`src/rtl/ac_seq_control.sv`:
```
// ac_seq_control
//   Accumulator load / jump sequencer for a small accumulator core. Decodes
//   jump, conditional jump, input-port load and ALU load requests with fixed
//   priority, and waits (stalling fetch) for external input data when an
//   input load arrives without valid data, aborting after TIMEOUT cycles.
//
// Ports
//   clk, rst_n              clock, synchronous active-low reset
//   jump, jump_c, cond_sel  unconditional / conditional jump requests
//   sin, alu_op             load AC from input port / from ALU result
//   in_valid, data_in       external input data and its valid
//   alu_res, alu_carry      ALU result and carry out
//   ac, mux_sel             accumulator and source of its last write
//   ac_we, pc_load          one-cycle pulses: AC written / PC loads jump target
//   flag_z, flag_c          registered zero and carry flags
//   in_ready, stall         high while waiting for input data
//   timeout_err             one-cycle pulse when the wait is abandoned
//
// state   | meaning
// IDLE    | decode requests, at most one action per cycle
// WAIT_IN | input load pending, fetch stalled, counting toward TIMEOUT

module ac_seq_control #(
    parameter int WIDTH   = 8,
    parameter int TIMEOUT = 15
) (
    input  logic             clk,
    input  logic             rst_n,
    input  logic             jump,
    input  logic             jump_c,
    input  logic [1:0]       cond_sel,
    input  logic             sin,
    input  logic             alu_op,
    input  logic             in_valid,
    input  logic [WIDTH-1:0] data_in,
    input  logic [WIDTH-1:0] alu_res,
    input  logic             alu_carry,
    output logic [WIDTH-1:0] ac,
    output logic             mux_sel,
    output logic             ac_we,
    output logic             pc_load,
    output logic             flag_z,
    output logic             flag_c,
    output logic             in_ready,
    output logic             stall,
    output logic             timeout_err
);

    localparam int CW = $clog2(TIMEOUT + 1);
    // The wait is abandoned on the edge where the count would reach TIMEOUT,
    // so the counter itself only ever holds 0..TIMEOUT-1.
    localparam logic [CW-1:0] CNT_LAST = CW'(TIMEOUT - 1);

    typedef enum logic {
        IDLE    = 1'b0,
        WAIT_IN = 1'b1
    } state_t;

    state_t        state;
    logic [CW-1:0] cnt;
    logic          cond_true;

    // Condition evaluated on the flags as they stand in the decode cycle.
    always_comb begin
        cond_true = 1'b0;
        case (cond_sel)
            2'b00: cond_true = flag_z;
            2'b01: cond_true = flag_c;
            2'b10: cond_true = ~flag_z;
            2'b11: cond_true = ~flag_c;
            default: cond_true = 1'b0;
        endcase
    end

    always_ff @(posedge clk) begin
        if (!rst_n) begin
            state       <= IDLE;
            cnt         <= '0;
            ac          <= '0;
            mux_sel     <= 1'b0;
            flag_z      <= 1'b1;
            flag_c      <= 1'b0;
            ac_we       <= 1'b0;
            pc_load     <= 1'b0;
            timeout_err <= 1'b0;
            in_ready    <= 1'b0;
            stall       <= 1'b0;
        end else begin
            ac_we       <= 1'b0;
            pc_load     <= 1'b0;
            timeout_err <= 1'b0;
            case (state)
                IDLE: begin
                    if (jump) begin
                        pc_load <= 1'b1;
                    end else if (jump_c) begin
                        pc_load <= cond_true;
                    end else if (sin) begin
                        if (in_valid) begin
                            ac      <= data_in;
                            flag_z  <= (data_in == '0);
                            flag_c  <= 1'b0;
                            mux_sel <= 1'b1;
                            ac_we   <= 1'b1;
                        end else begin
                            state    <= WAIT_IN;
                            cnt      <= '0;
                            in_ready <= 1'b1;
                            stall    <= 1'b1;
                        end
                    end else if (alu_op) begin
                        ac      <= alu_res;
                        flag_z  <= (alu_res == '0);
                        flag_c  <= alu_carry;
                        mux_sel <= 1'b0;
                        ac_we   <= 1'b1;
                    end
                end
                WAIT_IN: begin
                    if (in_valid) begin
                        ac       <= data_in;
                        flag_z   <= (data_in == '0);
                        flag_c   <= 1'b0;
                        mux_sel  <= 1'b1;
                        ac_we    <= 1'b1;
                        state    <= IDLE;
                        cnt      <= '0;
                        in_ready <= 1'b0;
                        stall    <= 1'b0;
                    end else if (cnt == CNT_LAST) begin
                        timeout_err <= 1'b1;
                        state       <= IDLE;
                        cnt         <= '0;
                        in_ready    <= 1'b0;
                        stall       <= 1'b0;
                    end else begin
                        cnt <= cnt + 1'b1;
                    end
                end
                default: begin
                    state <= IDLE;
                end
            endcase
        end
    end

endmodule

```
`config.mk`:
```
export PLATFORM = sky130hd
export DESIGN_NAME = ac_seq_control
export DESIGN_NICKNAME = d
export VERILOG_FILES = /design/src/rtl/ac_seq_control.sv
export SDC_FILE = /design/constraint.sdc
export NUM_CORES = 1
export LEC_CHECK = 0
export ABC_AREA = 1
export CAP_MARGIN = 30
export CORE_MARGIN = 8
export CORE_UTILIZATION = 42
export DETAILED_ROUTE_END_ITERATION = 10
export GPL_ROUTABILITY_DRIVEN = 0
export PLACE_DENSITY = 0.82
export SKIP_CTS_REPAIR_TIMING = 1
export SYNTH_ARGS = -nofsm -noshare
export SYNTH_HDL_FRONTEND = slang
export SYNTH_SLANG_ARGS = --single-unit
export TNS_END_PERCENT = 10
```
`constraint.sdc`:
```
create_clock -name clk -period 1.5 [get_ports clk]
set_input_delay 0.3 -clock clk [delete_from_list [all_inputs] [get_ports clk]]
set_output_delay 0.3 -clock clk [all_outputs]
set_load 0.02 [all_outputs]
```
# Word-level counts from Yosys, hierarchy flattened
# Index checks and enable logic that the tools add are counted.
totals:
  ff_bits: 20
  output_inout_bits: 16
  inputBits: 26
  elab_cells: 88
classes:
  add_sub_neg: 1
  bitwise: 4
  n_mux: 55
  reduce_logical: 8
  n_eq_ne: 10
op_table:
  columns: ["cell", "n"]
  rows:
  - ["8-bit two-way mux", 5]
  - ["1-bit two-way mux", 35]
  - ["4-bit two-way mux", 6]
  - ["8-bit logical NOT", 2]
  - ["8-bit one-hot mux with 2 select lines", 1]
  - ["1-bit one-hot mux with 2 select lines", 6]
  - ["2-bit != test, second input constant", 4]
  - ["4-bit one-hot mux with 2 select lines", 1]
  - ["5-bit AND reduction", 1]
  - ["4-bit by 1-bit adder with 4-bit output, second input constant", 1]
  - ["2-bit == test, second input constant", 2]
  - ["4-bit == test, second input constant", 1]
  - ["1-bit inverter", 4]
  - ["1-bit one-hot mux with 4 select lines", 1]
  - ["4-bit AND reduction", 1]
  - ["3-bit by 2-bit != test with 1-bit output, second input constant", 1]
  - ["3-bit != test, second input constant", 1]
  - ["3-bit AND reduction", 1]
  - ["3-bit OR reduction", 1]
  - ["2-bit by 1-bit == test with 1-bit output, second input constant", 1]
  - ["2-bit logical NOT", 1]
  - ["2-bit OR reduction", 1]

# Depth between registers and ports, before layout
logic_depth:
  ltp_word: 6
  mapped_depth: 7
  depth_no_buf: 7

# Least setup slack after synthesis
# No wires, ideal clock.
synth_timing:
  kind: "register -> register"
  start: "register cnt[0]"
  end: "register cnt[0]"
  required_ns: 1.436
  path_slack_ns: 0.417
  setup_time_ns: 0.064
  path_buffers: 0
  stages_incl_launch_ff: 8
  t_arrival_ns: 1.019
  period_less_slack_ns: 1.083
  cell_sequence: "dfxtp_1 -> inv_1 -> ha_1 -> nand3_1 -> nand3_1 -> nand2_1 -> o21ai_1 -> nor2_1"
synth_via:
  elab_chain_len: 4
  elab_cells_between_ends: 5
  classes_between: "add/sub (1); eq/ne (1); mux (3)"
synth_rtl:
  columns: ["item", "line_no", "rtl"]
  rows:
  - ["from (decl)", "60", "logic [CW-1:0] cnt;"]
  - ["from (signal assigned)", "137", "cnt <= cnt + 1'b1;"]
  - ["4-bit by 1-bit adder with 4-bit output / 4-bit == test (equally long branches)", "137, 130", null]
  - ["4-bit two-way mux *", "130", "end else if (cnt == CNT_LAST) begin"]
  - ["4-bit two-way mux *", "120", "if (in_valid) begin"]
  - ["4-bit one-hot mux with 2 select lines *", "92", "case (state)"]
# Every way passes the cells marked *; elsewhere a longest branch is shown, timed or not.
# A chain may end at the register's enable or synchronous reset.

# Final worst setup path
# Ends and elaborated chain as after synthesis.

==> results.rst <==
.. list-table::
   :header-rows: 1

   * - Metric
     - Value
   * - Remaining antenna violation count
     - 0
   * - Synthesized flop and latch total
     - 20
   * - Total of warnings raised by yosys
     - 0
   * - Total power of the final layout
     - 0.00127 W
   * - Period minus WS final
     - 1.29 ns
   * - Number of cell rows
     - 18
   * - Global-route wire length before repair
     - 4.96 mm
   * - Count of mapped cells out of synthesis
     - 161
   * - Relative max-transition margin
     - 0.843
   * - Internal Dissipation
     - 0.000888 W
   * - Switch Pwr
     - 0.000383 W
   * - CP peak stage delay
     - 0.41 ns
   * - Part of the total power dissipated in sequential elements
     - 0.462
   * - Slowest stage cell, crit path
     - sky130_fd_sc_hd__dfxtp_1
   * - Number of clock sinks
     - 20
   * - Post-Syn Nets
     - 189
   * - Top fanout value on the critical path
     - 4
   * - Routed WL per cell
     - 12.1 um
   * - Logic pwr share
     - 0.288
   * - Vias in the first global route
     - 1,224
   * - TritonCTS clock tree
     - yes
   * - Critical Path Source Type
     - flip-flop
   * - Port Buffers
     - 41
   * - Total negative setup slack
     - 0 ns
   * - R2r startpoint
     - cnt[0]
   * - Number of slew-limit violations in the final report
     - 0
   * - Number of max-cap violations
     - 0
   * - Total Routing Usage GR
     - 0.141
   * - Type of the setup path with the least slack
     - reg -> reg
   * - Count of pins on the block boundary
     - 42
   * - Die area
     - 0.00436 mm2
   * - Initial antenna violation count
     - 0
   * - Final wirelength
     - 2.92 mm
   * - Commonest non-fill, non-tap cells in the layout
     - sky130_fd_sc_hd__nand2_1 (61), sky130_fd_sc_hd__clkdlybuf4s50_1 (25), sky130_fd_sc_hd__dfxtp_1 (20)
   * - Peak supply drop
     - 0.000439 V
   * - Minimum setup slack after placement
     - -0.0668 ns
   * - Start point of the critical path
     - cnt[0]
   * - Switching power share of the total
     - 0.302
   * - Data required time of the critical path
     - 1.75 ns
   * - Number of hold-slack violations in the final timing report
     - 0
   * - GR Overflow Total
     - 0
   * - Register area
     - 400 um2
   * - Worst min path class
     - reg -> reg
   * - Area share of xor/xnor cells in the synthesized design
     - 0
   * - Total core area
     - 0.00243 mm2
   * - Least-Margin Pin Slew
     - 0.235 ns
   * - Share of the synthesized area in compound gates (AO/OA/AOI/OAI)
     - 0.0630
   * - Deepest level of the CTS H-tree
     - 1
   * - Most common library cell in the layout ignoring fill and taps
     - sky130_fd_sc_hd__nand2_1
   * - Violation count after the first detailed-route iteration
     - 47
   * - DRC violation count after routing
     - 0
   * - Unrepaired setup endpoints after global routing
     - false
   * - Series of cell instances along the critical path
     - inv_1 -> ha_1 -> nand3_1 -> nand3_1 -> nand2_1 -> o21ai_1 -> nor2_1
   * - PD cells
     - 784 mW/mm2
   * - Cell seen most often among critical-path stages
     - sky130_fd_sc_hd__nand3_1
   * - Number of distinct standard cells referenced by the synthesized netlist
     - 23
   * - Post-layout worst setup margin
     - 0.212 ns
   * - Clock Root Buffer
     - sky130_fd_sc_hd__clkbuf_4
   * - Number of inserted diodes
     - 0
   * - Clock edge transition at the registers on the reported setup and hold paths
     - 0.12 ns
   * - Worst setup EP type
     - flip-flop
   * - Die Width
     - 66.1 um
   * - Fill cell instance count of the final layout
     - 215
   * - Height of the die
     - 66.1 um
   * - Worst clock skew
     - 0.0124 ns
   * - Clock Power Share
     - 0.250
   * - Mean number of vias per cell
     - 4.74
   * - Static power due to leakage
     - 1.01 nW
   * - Sequential element share of the synthesized area
     - 0.380
   * - Largest buffer count on any clock path
     - 2
   * - Detailed placer's ending HPWL
     - 2.33 mm
   * - Starting Density
     - 0.433
   * - Fraction of layout instances using a drive strength above 1
     - 0.118
   * - Run status
     - complete, no violations
   * - Part of the cycle the worst path needs
     - 0.859
   * - Maximum number of pins on one net before global-route repair
     - 12
   * - Hold Crit Start
     - stall
   * - Final setup violation count
     - 0
   * - Clk Latency, worst-skew pair
     - 0.30 ns
   * - Footprint of the multi-input gates
     - 572 um2
   * - Synthesized area divided by synthesized cell count
     - 6.54 um2
   * - Vias
     - 1,143
   * - Area of the mapped netlist
     - 0.00105 mm2
   * - Total CTS buffers
     - 3
   * - Number of nets in the final layout
     - 240
   * - Critical Path AT
     - 1.54 ns
   * - Fraction of the mapped netlist area in simple logic gates
     - 0.457
   * - Number of search-and-repair iterations in the first detailed-routing pass
     - 4
   * - Adder-cell share of the synthesized area
     - 0.0238
   * - Largest family of logic cells by synthesized area
     - simple AND/OR/NAND/NOR gates
   * - Multiplexer share of the synthesized area
     - 0
   * - Area growth from synthesis to layout
     - 54.0%
   * - Achievable clock frequency
     - 0.776 GHz
## per-stage QoR
step / utilization / instance area (um2) / hold WS (ns) / cells
floorplan: - / 1050 / 0.379 / 161
global placement: 0.635 / 1540 / 0.454 / 237
detailed placement: 0.635 / 1540 / 0.454 / 237
CTS: 0.650 / 1580 / 0.471 / 241
global route: 0.666 / 1620 / 0.501 / 241
finish: 0.666 / 1620 / 0.461 / 241
## cell usage after synthesis (all sizes together)
| library cell | n | area [um2] |
|---|---|---|
| clkbuf | 1 | 3.75 |
| dfxtp | 20 | 400 |
| nand3 | 20 | 105 |
| nand3b | 1 | 7.51 |
| nor2 | 19 | 92.6 |
| a21boi | 1 | 7.51 |
| buf | 2 | 12.5 |
| inv | 17 | 63.8 |
| nand2 | 65 | 264 |
| o21ai | 7 | 38.8 |
| nor4 | 1 | 6.26 |
| a21oi | 4 | 20.0 |
| ha | 2 | 25.0 |
| nor3 | 1 | 5.00 |
## cells by family after synthesis
logic type               count (synthesis)
flip-flops                              20
adder cells (fa/ha/maj)                  2
AO/OA/AOI/OAI                           12
buffers and inverters                   20
AND/OR/NAND/NOR                        107
## registers in the layout (all words and copies together), names as in the netlist
signal       count
ac_we            1
state            1
mux_sel          1
timeout_err      1
ac               8
stall            1
cnt              4
pc_load          1
flag_c           1
flag_z           1
## cell type report
class                      count  share of cell area
inverter                      17              0.0394
sequential                    20               0.247
tap                           30              0.0232
timing repair buffer          49               0.315
clock buffer                   4              0.0224
multi-input combinational    121               0.353
## worst max-delay path, delay by kind of cell (launching register included)
kind	cells	cell delay (ns)
AO/OA/AOI/OAI	1	0.09
buffers and inverters	1	0.08
flip-flops	1	0.41
AND/OR/NAND/NOR	4	0.47
adder cells (fa/ha/maj)	1	0.19
## power by group through the flow
stage,Clock (W),Sequential (W),Combinational (W)
after CTS,0.000319,0.000589,0.000374
after global placement,0,0.000600,0.000364
final,0.000317,0.000587,0.000366
after detailed placement,0,0.000601,0.000372
after global routing,0.000354,0.000592,0.000402
after floorplan,0,0.000635,0.000152
## path summary, 6_finish.rpt
path / to / depth (start not counted) / slack, ns
hold reg to reg: stall / 2 / 0.46
setup / recovery: cnt[0] / 7 / 0.21
hold / removal: stall / 2 / 0.46
setup reg to reg: cnt[0] / 7 / 0.21
## layer usage
metal,global-route usage,vias up,part of all wire
met5,0,-,0
met4,0.0533,0,0.0092
met3,0.0492,5,0.055
met2,0.250,29,0.49
met1,0.149,506,0.44
li1,-,603,-
(Power assumes the default switching activity.)
